File: src/rtl/ms_tick_timer_if.sv
// Control and status bundle for the millisecond countdown timer.
// start/stop are single-cycle requests with no back-pressure: every cycle a request is high counts as one request.
interface ms_tick_timer_if #(
    parameter int CNT_W = 16
);
    logic             start;
    logic             stop;
    logic [CNT_W-1:0] load_value;
    logic             tick;
    logic [CNT_W-1:0] remaining;
    logic             running;
    logic             done;
    logic             tick_lost;
    logic [1:0]       state_dbg;

    modport master (
        output start, stop, load_value,
        input  tick, remaining, running, done, tick_lost, state_dbg
    );

    modport slave (
        input  start, stop, load_value,
        output tick, remaining, running, done, tick_lost, state_dbg
    );
endinterface

File: src/rtl/ms_tick_timer.sv
// Millisecond countdown timer driven by the divided slow clock.
// It synchronizes and edge-detects slow_clk into ticks, counts down and watches for a dead divider.
module ms_tick_timer #(
    parameter int CNT_W          = 16,
    parameter int TIMEOUT_CYCLES = 250000,
    parameter int WD_W           = 18
) (
    input  logic           clock,
    input  logic           reset,
    input  logic           slow_clk,
    ms_tick_timer_if.slave bus
);
    localparam logic [1:0] IDLE = 2'd0;
    localparam logic [1:0] RUN  = 2'd1;
    localparam logic [1:0] DONE = 2'd2;

    localparam logic [WD_W-1:0] WD_MAX = WD_W'(TIMEOUT_CYCLES);

    logic             s0, s1, s1_d;
    logic             tick_q;
    logic [WD_W-1:0]  wd_cnt;
    logic             tick_lost_q;
    logic [1:0]       state;
    logic [CNT_W-1:0] remaining_q;
    logic             done_q;
    logic             start_acc;

    // stop always wins over start in the same cycle
    assign start_acc = bus.start & ~bus.stop;

    always_ff @(posedge clock or posedge reset) begin
        if (reset) begin
            s0     <= 1'b0;
            s1     <= 1'b0;
            s1_d   <= 1'b0;
            tick_q <= 1'b0;
        end else begin
            s0     <= slow_clk;
            s1     <= s0;
            s1_d   <= s1;
            tick_q <= s1 & ~s1_d;
        end
    end

    always_ff @(posedge clock or posedge reset) begin
        if (reset) begin
            wd_cnt      <= '0;
            tick_lost_q <= 1'b0;
        end else begin
            if (start_acc || tick_q) begin
                wd_cnt <= '0;
            end else if (wd_cnt != WD_MAX) begin
                wd_cnt <= wd_cnt + 1'b1;
            end
            if (start_acc) begin
                tick_lost_q <= 1'b0;
            end else if (wd_cnt == WD_MAX) begin
                tick_lost_q <= 1'b1;
            end
        end
    end

    always_ff @(posedge clock or posedge reset) begin
        if (reset) begin
            state       <= IDLE;
            remaining_q <= '0;
            done_q      <= 1'b0;
        end else begin
            done_q <= 1'b0;
            if (bus.stop) begin
                state <= IDLE;
            end else if (bus.start) begin
                // a start (or restart) ignores any tick arriving in the same cycle
                if (bus.load_value == '0) begin
                    remaining_q <= '0;
                    state       <= DONE;
                    done_q      <= 1'b1;
                end else begin
                    remaining_q <= bus.load_value;
                    state       <= RUN;
                end
            end else if (state == RUN && tick_q) begin
                if (remaining_q > CNT_W'(1)) begin
                    remaining_q <= remaining_q - 1'b1;
                end else begin
                    remaining_q <= '0;
                    state       <= DONE;
                    done_q      <= 1'b1;
                end
            end
        end
    end

    assign bus.tick      = tick_q;
    assign bus.remaining = remaining_q;
    assign bus.running   = (state == RUN);
    assign bus.done      = done_q;
    assign bus.tick_lost = tick_lost_q;
    assign bus.state_dbg = state;
endmodule

File: src/flat_wrapper.sv
// flat-port wrapper written by rule: the top's interface ports become plain ports
module ms_tick_timer_flat 
#(
    parameter int CNT_W          = 16,
    parameter int TIMEOUT_CYCLES = 250000,
    parameter int WD_W           = 18
)
  (clock, reset, slow_clk, bus_start, bus_stop, bus_load_value, bus_tick, bus_remaining, bus_running, bus_done, bus_tick_lost, bus_state_dbg);
  ms_tick_timer_if #(.CNT_W(CNT_W)) bus_i ();
  input  logic clock;
  input  logic reset;
  input  logic slow_clk;
  input wire logic [$bits(bus_i.start)-1:0] bus_start;
  input wire logic [$bits(bus_i.stop)-1:0] bus_stop;
  input wire logic [$bits(bus_i.load_value)-1:0] bus_load_value;
  output wire logic [$bits(bus_i.tick)-1:0] bus_tick;
  output wire logic [$bits(bus_i.remaining)-1:0] bus_remaining;
  output wire logic [$bits(bus_i.running)-1:0] bus_running;
  output wire logic [$bits(bus_i.done)-1:0] bus_done;
  output wire logic [$bits(bus_i.tick_lost)-1:0] bus_tick_lost;
  output wire logic [$bits(bus_i.state_dbg)-1:0] bus_state_dbg;
  assign bus_i.start = bus_start;
  assign bus_i.stop = bus_stop;
  assign bus_i.load_value = bus_load_value;
  assign bus_tick = bus_i.tick;
  assign bus_remaining = bus_i.remaining;
  assign bus_running = bus_i.running;
  assign bus_done = bus_i.done;
  assign bus_tick_lost = bus_i.tick_lost;
  assign bus_state_dbg = bus_i.state_dbg;
  ms_tick_timer #(.CNT_W(CNT_W), .TIMEOUT_CYCLES(TIMEOUT_CYCLES), .WD_W(WD_W)) u_core (.clock(clock), .reset(reset), .slow_clk(slow_clk), .bus(bus_i));
endmodule
File: config.mk
export PLATFORM = sky130hd
export DESIGN_NAME = ms_tick_timer_flat
export DESIGN_NICKNAME = d
export VERILOG_FILES = /design/src/rtl/ms_tick_timer_if.sv /design/src/rtl/ms_tick_timer.sv /design/src/flat_wrapper.sv
export SDC_FILE = /design/constraint.sdc
export NUM_CORES = 1
export LEC_CHECK = 0
export CORE_ASPECT_RATIO = 0.6
export CORE_UTILIZATION = 47
export DETAILED_ROUTE_END_ITERATION = 7
export PLACE_DENSITY = 0.76
export RECOVER_POWER = 100
export SKIP_CTS_REPAIR_TIMING = 1
export SYNTH_ARGS = -nofsm -noshare
export SYNTH_HDL_FRONTEND = slang
export SYNTH_SLANG_ARGS = --single-unit
File: constraint.sdc
create_clock -name clock -period 2.1 [get_ports clock]
set_input_delay 0.315 -clock clock [delete_from_list [all_inputs] [get_ports clock]]
set_output_delay 0.315 -clock clock [all_outputs]
set_load 0.005 [all_outputs]
==> results by group <==
Status
  – Status: finished with violations
  – Failing checks: negative setup slack

Global route
  – GR Util met2: 0.3646
  – Top Usage Layer GRT: met1
  – M3 GR Usage: 0.06557
  – Largest net degree at the start of global routing: 43
  – M1 GR Usage: 0.4541
  – First-pass GRT wire length: 10790 um
  – Antenna violations before repair: 0
  – Global route overflow: 0
  – GRT Resource Usage Total: 0.2813
  – Vias in the first global route: 2106

Placed design
  – Port Buffer Count: 42
  – DPL Wire Length: 5105 um
  – Placed inst area: 0.003005 mm2
  – Final Wtd Congestion: 0.9580
  – DP Worst Slack: -0.04240 ns

Worst setup path
  – Crit path largest cell delay: 0.56 ns
  – CP top delay family: simple AND/OR/NAND/NOR gates
  – Slowest CP cell: or4_4
  – Buffers and inverters on the worst path: 0
  – Crit Path Class: reg2reg
  – Required @ worst endpoint: 2.29 ns
  – Top fanout value on the critical path: 5
  – Worst EP arrival: 2.42 ns
  – Critical Path End Type: flop
  – CP Cell Sequence: or4_4, or4_4, o21ai_4, o21ai_2, a221o_1
  – Startpoint types: flop
  – CP most frequent cell: or4_4

Clock tree
  – Skew-Pair Late Insertion Delay: 0.30 ns
  – CTS Buf Count: 5
  – H-tree depth: 2
  – CTS tree: done
  – Worst-case clock buffer depth: 2
  – Root Driver: clkbuf_8
  – Clock-pin slew on the worst setup and hold paths: 0.09 ns
  – # clock sinks: 42

Floorplan
  – Site Rows: 19
  – Num ports: 43
  – Core area: 0.004612 mm2
  – Die Y: 55.99 um
  – Starting Density: 0.4951
  – Die width: 91.99 um
  – Die area: 0.005150 mm2

Synth
  – FF+latch count, synth: 42
  – Count of cell types in the netlist: 56
  – Area share of the largest cell type after synthesis: 0.4603
  – Avg Inst Size Synth: 9.358 um2
  – Post-synth ARST share: 1.000
  – Synth area leader: dfrtp_1
  – Mapped Cells: 244
  – Main synth FF type: dfrtp_1
  – Top cells by area, synth: dfrtp_1 46%, nor2_1 4.9%, xor2_1 4.2%, nand2_1 3.1%, nand3_1 3.1%
  – Register area share after synthesis: 0.4603
  – Synthesized area: 0.002283 mm2
  – Synth Net Count: 269
  – Post-synth EDFFs: 0
  – Yosys warnings: 0

Timing
  – Final Cycle Share: 1.060
  – Max-Slew Margin vs Limit: 0.3093
  – Minimum clock period: 2.225 ns
  – Final Hold Vio Count: 0
  – Fmax: 449.4 MHz
  – Sum of negative setup slack: -0.2962 ns
  – Pins Over Slew Limit: 0
  – Clk_skew: 0.007414 ns
  – # setup viols final: 4
  – RSZ-0062 raised after global routing: true
  – Fin worst setup slack: -0.1253 ns
  – Measured slew at the worst slew-check pin: 1.036 ns

Layout
  – Reg area: 0.001051 mm2
  – Layout fillers: 377
  – Area added between synthesis and finish: 37.10%
  – Cell area after layout: 0.003131 mm2
  – Layout cells sized above 1: 0.1745
  – Utilization after layout: 0.6788
  – Fin nets: 345
  – ANT cells: 0
  – Area of the multi-input gates: 0.001172 mm2

Drt
  – Drt via density: 5.852
  – Drt first-iter violations: 315
  – Residual DRC: 0
  – ANT nets after route: 0
  – WL/cell: 17.97 um
  – Post-Route WL: 6899 um
  – TritonRoute pass-1 iters: 5
  – Detailed-route via count: 2247

Run
  – Max-cap violations: 0

Power and ir drop
  – Worst vdd ir: 392.3 uV
  – Total power: 2172 uW
  – Power per Cell Area: 693.9 mW/mm2
  – LEAKAGE: 0.001288 uW

Min path
  – Type of the tightest min-delay check: reg2reg
-- final timing paths --
check | slack (ns) | cells after the start | from | to
worst max-delay path | -0.13 | 5 | u_core.bus.remaining[12] | u_core.bus.remaining[14]
worst min-delay path | 0.36 | 0 | u_core.s0 | u_core.s1
worst max register to register | -0.13 | 5 | u_core.bus.remaining[12] | u_core.bus.remaining[14]
worst min register to register | 0.36 | 0 | u_core.s0 | u_core.s1
max in group asynchronous | 0.68 | 3 | reset | u_core.bus.remaining[1]
min in group asynchronous | 0.78 | 3 | reset | u_core.bus.remaining[14]
-- flip-flops by register name (all words and copies together) (netlist names) --
| signal | cells |
|---|---|
| u_core.bus.done | 1 |
| u_core.s0 | 1 |
| u_core.s1 | 1 |
| u_core.s1_d | 1 |
| u_core.wd_cnt | 18 |
| u_core.bus.tick_lost | 1 |
| u_core.bus.state_dbg | 2 |
| u_core.bus.remaining | 16 |
| u_core.bus.tick | 1 |
-- final cells by class --
cell class | instances | share of cell area
clock inverter | 2 | 0.01199
timing repair buffer | 77 | 0.2126
inverter | 14 | 0.01679
sequential | 42 | 0.3357
multi-input combinational | 180 | 0.3745
tap | 63 | 0.02518
clock buffer | 6 | 0.02318
-- where the power goes --
part	switching [uW]	total, uW	leakage, uW	internal [uW]
Clock	297	652	0.0000514	355
Sequential	66.4	945	0.000531	879
Combinational	285	575	0.000706	291
-- stage by stage --
stage,hold slack [ns],cells
finish,0.3559,384
detailed placement,0.3410,375
global placement,0.3311,375
floorplan,0.3312,244
CTS,0.3595,383
global route,0.3772,384
-- cells in the mapped netlist (2+ instances only) --
cell,instances
a21oi_1,9
a221o_1,3
a22oi_1,2
a31oi_1,2
a32oi_1,2
and2_1,2
clkbuf_1,5
dfrtp_1,42
ha_1,4
inv_1,14
nand2_1,19
nand3_1,14
nand4_1,9
nor2_1,30
nor2b_1,4
nor3_1,5
nor4_1,7
nor4_2,2
nor4b_1,2
o211ai_1,5
o21ai_0,6
o21ai_1,2
o221ai_1,2
or2_2,2
or3_1,3
or4_1,3
xnor2_1,5
xor2_1,11
-- layout by cell type, fill, tap and decap left out, types with 3 or more instances in the layout --
master / netlist / layout
buf_4: 0 / 30
xor2_1: 11 / 11
or3_1: 3 / 3
nor2b_1: 4 / 4
a21oi_1: 9 / 9
nor2_1: 30 / 29
nand3_1: 14 / 14
clkdlybuf4s50_1: 0 / 25
nor4_2: 2 / 3
o211ai_1: 5 / 5
inv_1: 14 / 14
a221o_1: 3 / 3
clkbuf_1: 5 / 5
nor4_1: 7 / 6
o21ai_0: 6 / 6
dfrtp_1: 42 / 42
ha_1: 4 / 4
nand2_1: 19 / 19
clkbuf_8: 1 / 5
xnor2_1: 5 / 5
nand4_1: 9 / 9
nor3_1: 5 / 5
dlygate4sd3_1: 0 / 17
-- logic make-up after synthesis --
| logic type | Yosys count | share of synthesized area |
|---|---|---|
| XOR/XNOR | 16 | 0.06137 |
| AO/OA/AOI/OAI | 46 | 0.1436 |
| multiplexers | 1 | 0.004384 |
| adder cells (fa/ha/maj) | 4 | 0.02192 |
| flip-flops | 42 | 0.4603 |
| buffers and inverters | 22 | 0.04438 |
| AND/OR/NAND/NOR | 113 | 0.2641 |
-- worst register-to-register path: stages (launching register included) --
cell,delay (ns)
dfrtp_1,0.39
or4_4,0.56
or4_4,0.49
o21ai_4,0.28
o21ai_2,0.10
a221o_1,0.30
-- per-layer routing --
layer | part of all wire | wire length [um] | vias to the layer above
met4 | 0.022 | 154 | 0
li1 | - | - | 1036
met3 | 0.10 | 701 | 21
met2 | 0.41 | 2813 | 115
met1 | 0.47 | 3230 | 1075
met5 | 0 | 0 | -
Note: power is estimated with default switching activity, not from simulation.
